==> src/rtl/qerv_rf_pkg.sv <==
// Shared defaults and types for the 1RW register-file RAM adapter.
package qerv_rf_pkg;

  localparam int RF_WIDTH = 8;
  localparam int RF_AW    = 8;

  typedef struct packed {
    logic [RF_AW-1:0]    addr;
    logic [RF_WIDTH-1:0] data;
  } wbuf_ent_t;

  typedef enum logic [1:0] {
    ARB_IDLE,
    ARB_READ,
    ARB_DRAIN,
    ARB_DIRECT
  } arb_e;

endpackage

==> src/rtl/qerv_rf_ram_1rw_if.sv <==
// RF-side and SRAM-side bus of the 1RW adapter.
// QERV_RF_1RW_PARITY_EN widens the SRAM data by one parity bit.
interface qerv_rf_ram_1rw_if #(
  parameter int width = qerv_rf_pkg::RF_WIDTH,
  parameter int aw    = qerv_rf_pkg::RF_AW
);
`ifdef QERV_RF_1RW_PARITY_EN
  localparam int SW = width + 1;
`else
  localparam int SW = width;
`endif

  logic [aw-1:0]    i_waddr;
  logic [width-1:0] i_wdata;
  logic             i_wen;
  logic [aw-1:0]    i_raddr;
  logic             i_ren;
  logic [width-1:0] o_rdata;
  logic [aw-1:0]    o_sram_addr;
  logic [SW-1:0]    o_sram_wdata;
  logic             o_sram_en;
  logic             o_sram_we;
  logic [SW-1:0]    i_sram_rdata;

  modport slave (
    input  i_waddr, i_wdata, i_wen,
    input  i_raddr, i_ren, i_sram_rdata,
    output o_rdata, o_sram_addr,
    output o_sram_wdata, o_sram_en, o_sram_we
  );

  modport master (
    output i_waddr, i_wdata, i_wen,
    output i_raddr, i_ren, i_sram_rdata,
    input  o_rdata, o_sram_addr,
    input  o_sram_wdata, o_sram_en, o_sram_we
  );

endinterface

==> src/rtl/qerv_rf_wbuf.sv <==
// Write buffer: shifting FIFO (entry 0 is oldest) with
// parallel newest-match address lookup.
module qerv_rf_wbuf
  import qerv_rf_pkg::*;
#(
  parameter int  width = RF_WIDTH,
  parameter int  aw    = RF_AW,
  parameter int  DEPTH = 2,
  localparam int CW    = $clog2(DEPTH + 1)
) (
  input  logic             clk_i,
  input  logic             rst_i,
  input  logic             push_i,
  input  logic [aw-1:0]    push_addr_i,
  input  logic [width-1:0] push_data_i,
  input  logic             pop_i,
  output logic [aw-1:0]    head_addr_o,
  output logic [width-1:0] head_data_o,
  output logic [CW-1:0]    count_o,
  output logic             drop_o,
  input  logic [aw-1:0]    lk_addr_i,
  output logic             hit_o,
  output logic [width-1:0] hit_data_o
);

  logic [aw-1:0]    addr_q [DEPTH];
  logic [aw-1:0]    addr_d [DEPTH];
  logic [width-1:0] data_q [DEPTH];
  logic [width-1:0] data_d [DEPTH];
  logic [CW-1:0]    cnt_q, cnt_d, base;

  always_comb begin
    addr_d = addr_q;
    data_d = data_q;
    base   = cnt_q;
    drop_o = 1'b0;
    if (pop_i && cnt_q != '0) begin
      for (int i = 0; i < DEPTH - 1; i++) begin
        addr_d[i] = addr_q[i+1];
        data_d[i] = data_q[i+1];
      end
      base = cnt_q - 1'b1;
    end
    cnt_d = base;
    if (push_i) begin
      if (base == CW'(DEPTH)) begin
        drop_o = 1'b1;
      end else begin
        for (int i = 0; i < DEPTH; i++) begin
          if (CW'(i) == base) begin
            addr_d[i] = push_addr_i;
            data_d[i] = push_data_i;
          end
        end
        cnt_d = base + 1'b1;
      end
    end
  end

  // later index is newer, so the last match wins
  always_comb begin
    hit_o      = 1'b0;
    hit_data_o = '0;
    for (int i = 0; i < DEPTH; i++) begin
      if (CW'(i) < cnt_q && addr_q[i] == lk_addr_i) begin
        hit_o      = 1'b1;
        hit_data_o = data_q[i];
      end
    end
  end

  always_ff @(posedge clk_i or posedge rst_i) begin
    if (rst_i) begin
      cnt_q <= '0;
      for (int i = 0; i < DEPTH; i++) begin
        addr_q[i] <= '0;
        data_q[i] <= '0;
      end
    end else begin
      cnt_q  <= cnt_d;
      addr_q <= addr_d;
      data_q <= data_d;
    end
  end

  assign head_addr_o = addr_q[0];
  assign head_data_o = data_q[0];
  assign count_o     = cnt_q;

endmodule

==> src/rtl/qerv_rf_ram_1rw.sv <==
// Two-port RF RAM semantics on a single-port SRAM via a write buffer.
// QERV_RF_1RW_PARITY_EN adds even parity on SRAM data and o_perr.
module qerv_rf_ram_1rw
  import qerv_rf_pkg::*;
#(
  parameter int width = RF_WIDTH,
  parameter int aw    = RF_AW,
  parameter int DEPTH = 2
) (
  input  logic i_clk,
  input  logic i_rst,
  qerv_rf_ram_1rw_if.slave bus,
  output logic o_busy,
`ifdef QERV_RF_1RW_PARITY_EN
  output logic o_perr,
`endif
  output logic o_ovf
);

  localparam int CW = $clog2(DEPTH + 1);

  arb_e             arb;
  logic             go_rd, go_dr, go_dw;
  logic             push, pop, drop;
  logic             lk_hit;
  logic [width-1:0] lk_data, wd;
  logic [aw-1:0]    head_addr;
  logic [width-1:0] head_data;
  logic [CW-1:0]    count;
  logic             hit_q, hit_d;
  logic [width-1:0] fwd_q, fwd_d;
  logic             ovf_q, ovf_d;

  qerv_rf_wbuf #(
    .width(width),
    .aw   (aw),
    .DEPTH(DEPTH)
  ) u_wbuf (
    .clk_i      (i_clk),
    .rst_i      (i_rst),
    .push_i     (push),
    .push_addr_i(bus.i_waddr),
    .push_data_i(bus.i_wdata),
    .pop_i      (pop),
    .head_addr_o(head_addr),
    .head_data_o(head_data),
    .count_o    (count),
    .drop_o     (drop),
    .lk_addr_i  (bus.i_raddr),
    .hit_o      (lk_hit),
    .hit_data_o (lk_data)
  );

  // reset also silences the SRAM port combinationally
  assign go_rd = !i_rst && bus.i_ren;
  assign go_dr = !i_rst && !bus.i_ren && count != '0;
  assign go_dw = !i_rst && !bus.i_ren && count == '0
               && bus.i_wen;

  always_comb begin
    arb = ARB_IDLE;
    unique case (1'b1)
      go_rd:   arb = ARB_READ;
      go_dr:   arb = ARB_DRAIN;
      go_dw:   arb = ARB_DIRECT;
      default: arb = ARB_IDLE;
    endcase
  end

  always_comb begin
    bus.o_sram_en   = 1'b0;
    bus.o_sram_we   = 1'b0;
    bus.o_sram_addr = bus.i_raddr;
    wd              = '0;
    push            = 1'b0;
    pop             = 1'b0;
    unique case (arb)
      ARB_READ: begin
        bus.o_sram_en = 1'b1;
        push          = bus.i_wen;
      end
      ARB_DRAIN: begin
        bus.o_sram_en   = 1'b1;
        bus.o_sram_we   = 1'b1;
        bus.o_sram_addr = head_addr;
        wd              = head_data;
        pop             = 1'b1;
        push            = bus.i_wen;
      end
      ARB_DIRECT: begin
        bus.o_sram_en   = 1'b1;
        bus.o_sram_we   = 1'b1;
        bus.o_sram_addr = bus.i_waddr;
        wd              = bus.i_wdata;
      end
      default: ;
    endcase
  end

  assign hit_d = go_rd && lk_hit;
  assign fwd_d = go_rd ? lk_data : fwd_q;
  assign ovf_d = ovf_q | drop;

  always_ff @(posedge i_clk or posedge i_rst) begin
    if (i_rst) begin
      hit_q <= 1'b0;
      fwd_q <= '0;
      ovf_q <= 1'b0;
    end else begin
      hit_q <= hit_d;
      fwd_q <= fwd_d;
      ovf_q <= ovf_d;
    end
  end

  assign bus.o_rdata = hit_q ? fwd_q
                     : bus.i_sram_rdata[width-1:0];
  assign o_busy = count != '0;
  assign o_ovf  = ovf_q;

`ifdef QERV_RF_1RW_PARITY_EN
  logic chk_q, chk_d;

  assign bus.o_sram_wdata = {^wd, wd};
  assign chk_d = go_rd && !lk_hit;

  always_ff @(posedge i_clk or posedge i_rst) begin
    if (i_rst) chk_q <= 1'b0;
    else       chk_q <= chk_d;
  end

  // forwarded data never went through the SRAM
  assign o_perr = chk_q && (^bus.i_sram_rdata);
`else
  assign bus.o_sram_wdata = wd;
`endif

endmodule

==> src/flat_wrapper.sv <==
// flat-port wrapper written by rule: the top's interface ports become plain ports
module qerv_rf_ram_1rw_flat import qerv_rf_pkg::*;
#(
  parameter int width = RF_WIDTH,
  parameter int aw    = RF_AW,
  parameter int DEPTH = 2
)
  (i_clk, i_rst, o_busy, o_ovf, bus_i_waddr, bus_i_wdata, bus_i_wen, bus_i_raddr, bus_i_ren, bus_i_sram_rdata, bus_o_rdata, bus_o_sram_addr, bus_o_sram_wdata, bus_o_sram_en, bus_o_sram_we);
  qerv_rf_ram_1rw_if #(.width(width), .aw(aw)) bus_i ();
  input  logic i_clk;
  input  logic i_rst;
  output logic o_busy;
  output logic o_ovf;
  input wire logic [$bits(bus_i.i_waddr)-1:0] bus_i_waddr;
  input wire logic [$bits(bus_i.i_wdata)-1:0] bus_i_wdata;
  input wire logic [$bits(bus_i.i_wen)-1:0] bus_i_wen;
  input wire logic [$bits(bus_i.i_raddr)-1:0] bus_i_raddr;
  input wire logic [$bits(bus_i.i_ren)-1:0] bus_i_ren;
  input wire logic [$bits(bus_i.i_sram_rdata)-1:0] bus_i_sram_rdata;
  output wire logic [$bits(bus_i.o_rdata)-1:0] bus_o_rdata;
  output wire logic [$bits(bus_i.o_sram_addr)-1:0] bus_o_sram_addr;
  output wire logic [$bits(bus_i.o_sram_wdata)-1:0] bus_o_sram_wdata;
  output wire logic [$bits(bus_i.o_sram_en)-1:0] bus_o_sram_en;
  output wire logic [$bits(bus_i.o_sram_we)-1:0] bus_o_sram_we;
  assign bus_i.i_waddr = bus_i_waddr;
  assign bus_i.i_wdata = bus_i_wdata;
  assign bus_i.i_wen = bus_i_wen;
  assign bus_i.i_raddr = bus_i_raddr;
  assign bus_i.i_ren = bus_i_ren;
  assign bus_i.i_sram_rdata = bus_i_sram_rdata;
  assign bus_o_rdata = bus_i.o_rdata;
  assign bus_o_sram_addr = bus_i.o_sram_addr;
  assign bus_o_sram_wdata = bus_i.o_sram_wdata;
  assign bus_o_sram_en = bus_i.o_sram_en;
  assign bus_o_sram_we = bus_i.o_sram_we;
  qerv_rf_ram_1rw #(.width(width), .aw(aw), .DEPTH(DEPTH)) u_core (.i_clk(i_clk), .i_rst(i_rst), .bus(bus_i), .o_busy(o_busy), .o_ovf(o_ovf));
endmodule
==> config.mk <==
export PLATFORM = sky130hd
export DESIGN_NAME = qerv_rf_ram_1rw_flat
export DESIGN_NICKNAME = d
export VERILOG_FILES = /design/src/rtl/qerv_rf_pkg.sv /design/src/rtl/qerv_rf_ram_1rw_if.sv /design/src/rtl/qerv_rf_wbuf.sv /design/src/rtl/qerv_rf_ram_1rw.sv /design/src/flat_wrapper.sv
export SDC_FILE = /design/constraint.sdc
export NUM_CORES = 1
export LEC_CHECK = 0
export ABC_AREA = 1
export CORE_MARGIN = 3
export CORE_UTILIZATION = 26
export CTS_BUF_LIST = sky130_fd_sc_hd__clkbuf_8
export CTS_CLUSTER_DIAMETER = 50
export CTS_CLUSTER_SIZE = 10
export DETAILED_ROUTE_END_ITERATION = 8
export DONT_BUFFER_PORTS = 1
export GPL_TIMING_DRIVEN = 1
export PLACE_DENSITY = 0.37
export SETUP_SLACK_MARGIN = 0.4
export SLEW_MARGIN = 20
export SYNTH_ARGS = -nofsm -noshare
export SYNTH_HDL_FRONTEND = slang
export SYNTH_SLANG_ARGS = --single-unit
==> constraint.sdc <==
create_clock -name i_clk -period 3.6 [get_ports i_clk]
set_clock_uncertainty 0.05 [all_clocks]
set_input_delay 0.18 -clock i_clk [delete_from_list [all_inputs] [get_ports i_clk]]
set_output_delay 0.18 -clock i_clk [all_outputs]
set_load 0.005 [all_outputs]
After elaboration in Yosys (flattened, before gate mapping):

Cells that the tools add are included.

* multipliers: 0
* mux-type cells: 27
* add/sub/neg operators: 2
* reduce and logical (&&, ||, !) cells: 18
* divide/modulo/power cells: 0
* magnitude comparators: 2
* shift operators: 0
* equality and inequality tests: 7
* bitwise logic cells: 2

Operators with widths (count)
* 2-to-1 mux 8 bit: 9
* 2-to-1 mux 16 bit: 4
* one-hot mux 8 bit (2 select lines): 2
* equality test 8 bit: 2
* logical AND 1 bit: 9
* 2-to-1 mux 1 bit: 8
* equality test 2 bit (second input constant): 3
* 2-to-1 mux 2 bit: 3
* one-hot mux 2 bit (3 select lines): 1
* logical NOT 2 bit: 2
* less-than comparator 1 x 2 -> 1 bit (first input constant): 2
* OR reduction 2 bit: 2
* AND reduction 3 bit: 1
* OR reduction 3 bit: 1
* adder 2 x 1 -> 2 bit (second input constant): 1
* equality test 1 x 2 -> 1 bit (first input constant): 1
* equality test 2 x 1 -> 1 bit (second input constant): 1
* logical NOT 1 bit: 2
* nonzero test 2 bit: 1
* subtractor 2 x 1 -> 2 bit (second input constant): 1
* NOT 1 bit: 1
* OR 1 bit: 1

* memories kept: 0
* memory bits (read-only): 0
* register bits: 44
* memory bits (writable): 0
* latch bits: 0
* word-level logic and storage cells: 66
* bits of input ports: 36
* output and inout bits: 28

Logic depth before layout (Yosys ltp):

* depth in word-level cells: 13
* gate-level depth with buffers: 16

By module:

Synthesis repeated with hierarchy kept, for this count alone.

* cell total of the unflattened synthesis: 435
* area, all modules: 3265.6 um^2

By module, submodules not included
* qerv_rf_wbuf: cells an instance 276, area each 2215.9 um^2, times used 1
* qerv_rf_ram_1rw: cells an instance 159, area each 1049.8 um^2, times used 1

Least setup slack after synthesis:

OpenSTA, ideal clock, no wires.

* path type: input -> register
* start: in i_rst
* end: reg u_core.u_wbuf.addr_q, in the netlist u_core.u_wbuf.head_addr_o[1]
* stages on the path: 14
* path slack: 0.256 ns
* required time: 3.429 ns
* arrival time: 3.173 ns
* path through: inv_1 -> nand2_1 -> clkinv_1 -> a31oi_1 -> ha_1 -> nand2_4 -> xor2_2 -> inv_2 -> ha_1 -> inv_1 -> nand3_2 -> buf_4 -> nand2_1 -> o21ai_1

RTL lines
* from (decl): line flat_wrapper.sv:11 `input logic i_rst;`
* to (signal assigned): line qerv_rf_wbuf.sv:81 `addr_q <= addr_d;`
* to (decl): line qerv_rf_wbuf.sv:26 `logic [aw-1:0] addr_q [DEPTH];`

==> impl_metrics.toml <==
[status]
status = "finished, final reports clean"

[logic_synthesis]
synth.distinct_cells = 28
ys_async_sr_fraction = 1.00
synthesis.area_um2 = 2760
synth_seq_cells = 44
synth_flop_cell = "dfrtp_1"
syn_area_per_cell_um2 = 7.05
syn_inst = 391
synth_edf_count = 0
syn_nets = 433
seq_area_frac_synth = 0.399
yosysWarnings = 0

[setup_path]
start_kind = "register"
path_max_fanout = 18
crit_required_ns = 3.72
worst_setup_path_end_kind = "register"
rrSetupSlack_ns = 0.65
critPathArrivalTime_ns = 3.07
critical_path_class = "reg2reg"

[drt]
via_count = 2470
drc = 0
finalWirelength_um = 8600
avgViaCountPerCell = 4.64
detail_route.iter0.violations = 104
wire_per_inst_um = 16.2
detail-route-antenna-nets = 0
firstDrtPassIters = 4

[floorplanning]
io_pins = 64
die_w_um = 109
start_util = 0.275
rows = 36
coreArea_um2 = 10000
dieArea_um2 = 11900
die_y_um = 109

[grt]
grt_pass1_wl_um = 13100
grt_max_degree = 45
grt_pass1_vias = 2415
antenna_found_initial = 0
grt.total_usage = 0.145
grt_overflow = 0

[placed_design]
placedCellCount = 516
io_buffers = 0
place.gp.congestion = 0.748
pre_cts_slack_ns = 0.333
hpwl_um = 5880

[clock_tree]
cts_sinks = 44
path_clk_slew_ns = 0.09
cts-htree-levels = 2
clock_latency_ns = 0.30
cts-buffers-inserted = 5
cts_setup_buffers = 0
clock-root-buffer = "clkbuf_8"
clockBufferDepth = 2
cts_tree = "yes"

[pwr]
power_frac_clock = 0.193
peakVddDrop_mv = 0.229
p_int_mw = 1.13
p_per_area_nw_per_um2 = 622
sw_frac_of_total = 0.418
share_seq_of_total_power = 0.413
comb_power_share = 0.394
p_sw_uw = 810
power_leakage_nw = 1.51

[worst_hold_path]
worst_hold_path_type = "in2reg"

[sta]
setup_ws_ns = 0.649
final.setup.tns_ns = 0
fin_crit_sh = 0.820
fin_crit_ns = 2.95
finalHoldViolations = 0
drv_slew = 0
setup_viol = 0
rsz0062_at_grt = "true"
worst_pin_slew_ns = 0.713
slew_headroom = 0.523
fmax_mhz = 339

[layout]
layout.cells.non_filler = 532
drive_gt1_frac = 0.0877
utilization = 0.310
areaGrowthSynthToFinish_pct = 13.1
final_cell_mix = "nand2_1, inv_1, dfrtp_1"
layout_commonest_cell = "nand2_1"
fin_nets = 442
n_antenna_cell = 0
nFillCells = 1137

[run]
drv_cap = 0
-- flip-flops by register name, indices dropped and copies added, names as in the netlist --
signal	count
u_core.fwd_q	8
u_core.u_wbuf.data_q	8
u_core.u_wbuf.count_o	2
u_core.u_wbuf.addr_q	8
u_core.hit_q	1
u_core.o_ovf	1
u_core.u_wbuf.head_addr_o	8
u_core.u_wbuf.head_data_o	8
-- cell usage after synthesis, drive strengths merged (6+ instances only) --
master,instances,share of area
nand3,28,0.053
o22ai,6,0.014
buf,6,0.015
mux2,8,0.033
ha,6,0.027
clkbuf,8,0.011
nor2,18,0.032
inv,53,0.072
dfrtp,44,0.40
o21ai,55,0.10
a21oi,10,0.018
nand2,136,0.19
-- final cells by class --
class / instances / area [um^2] / share of cell area
multi-input combinational: 280 / 1410 / 0.452
sequential: 44 / 1100 / 0.353
inverter: 54 / 206 / 0.0662
tap: 133 / 166 / 0.0534
timing repair buffer: 15 / 135 / 0.0433
clock buffer: 5 / 68.8 / 0.0221
clock inverter: 1 / 30.0 / 0.00963
-- stage by stage --
step	power (mW)	hold WS, ns	instance area [um^2]
final	1.94	0.0204	3120
after global placement	1.54	0.259	2900
after CTS	1.94	0.00393	3090
after global routing	2.11	0.0250	3120
after detailed placement	1.54	0.256	2900
after floorplan	1.35	0.142	2760
-- layer usage --
metal	share of wire	up-vias	global-route usage
met3	0.055	2	0.0332
met2	0.46	63	0.238
met4	0.0044	0	0.0271
met5	0	-	0
met1	0.48	1142	0.196
li1	-	1263	-
-- cells by family after synthesis --
| family | count (synthesis) | synth area share |
|---|---|---|
| AO/OA/AOI/OAI | 77 | 0.147 |
| XOR/XNOR | 5 | 0.0186 |
| adder cells (fa/ha/maj) | 6 | 0.0272 |
| buffers and inverters | 68 | 0.0994 |
| flip-flops | 44 | 0.399 |
| multiplexers | 8 | 0.0327 |
| AND/OR/NAND/NOR | 183 | 0.276 |
-- critical path: stages, from the launching register on --
cell     delay [ns]
dfrtp_1        0.40
inv_1          0.13
ha_1           0.25
inv_2          0.11
o21ai_1        0.17
inv_1          0.08
ha_1           0.24
nand2_4        0.20
xor2_2         0.24
inv_2          0.12
ha_1           0.21
inv_1          0.18
nand3_4        0.25
nor2_1         0.15
a31oi_1        0.05
-- power groups by stage --
stage          clock [mW]  sequential [mW]  combinational, mW
6_report            0.375            0.800              0.763
5_1_grt             0.411            0.822              0.877
4_1_cts             0.393            0.800              0.750
3_5_place_dp            0            0.809              0.733
3_3_place_gp            0            0.816              0.728
2_1_floorplan           0            0.769              0.582
-- worst paths after layout --
kind / from / to / cells after the start
max in group asynchronous: i_rst / u_core.u_wbuf.addr_q[7] / 3
worst max register to register: u_core.u_wbuf.count_o[0] / u_core.u_wbuf.head_addr_o[4] / 14
worst min-delay path: bus_i_waddr[5] / u_core.u_wbuf.head_addr_o[5] / 2
worst max-delay path: u_core.u_wbuf.count_o[0] / u_core.u_wbuf.head_addr_o[4] / 14
worst min register to register: u_core.fwd_q[4] / u_core.fwd_q[4] / 2
min in group asynchronous: i_rst / u_core.u_wbuf.addr_q[4] / 3
-- timing repair --
action | CTS | global route
endpoints found under the hold margin | 57 | 1
pin swaps | 0 | 1
cloned | 0 | 1
hold buffers | 8 | 1
endpoints found under the setup margin | 12 | 16
resized for setup | 1 | 1
Power figures use the tool's default switching activity.
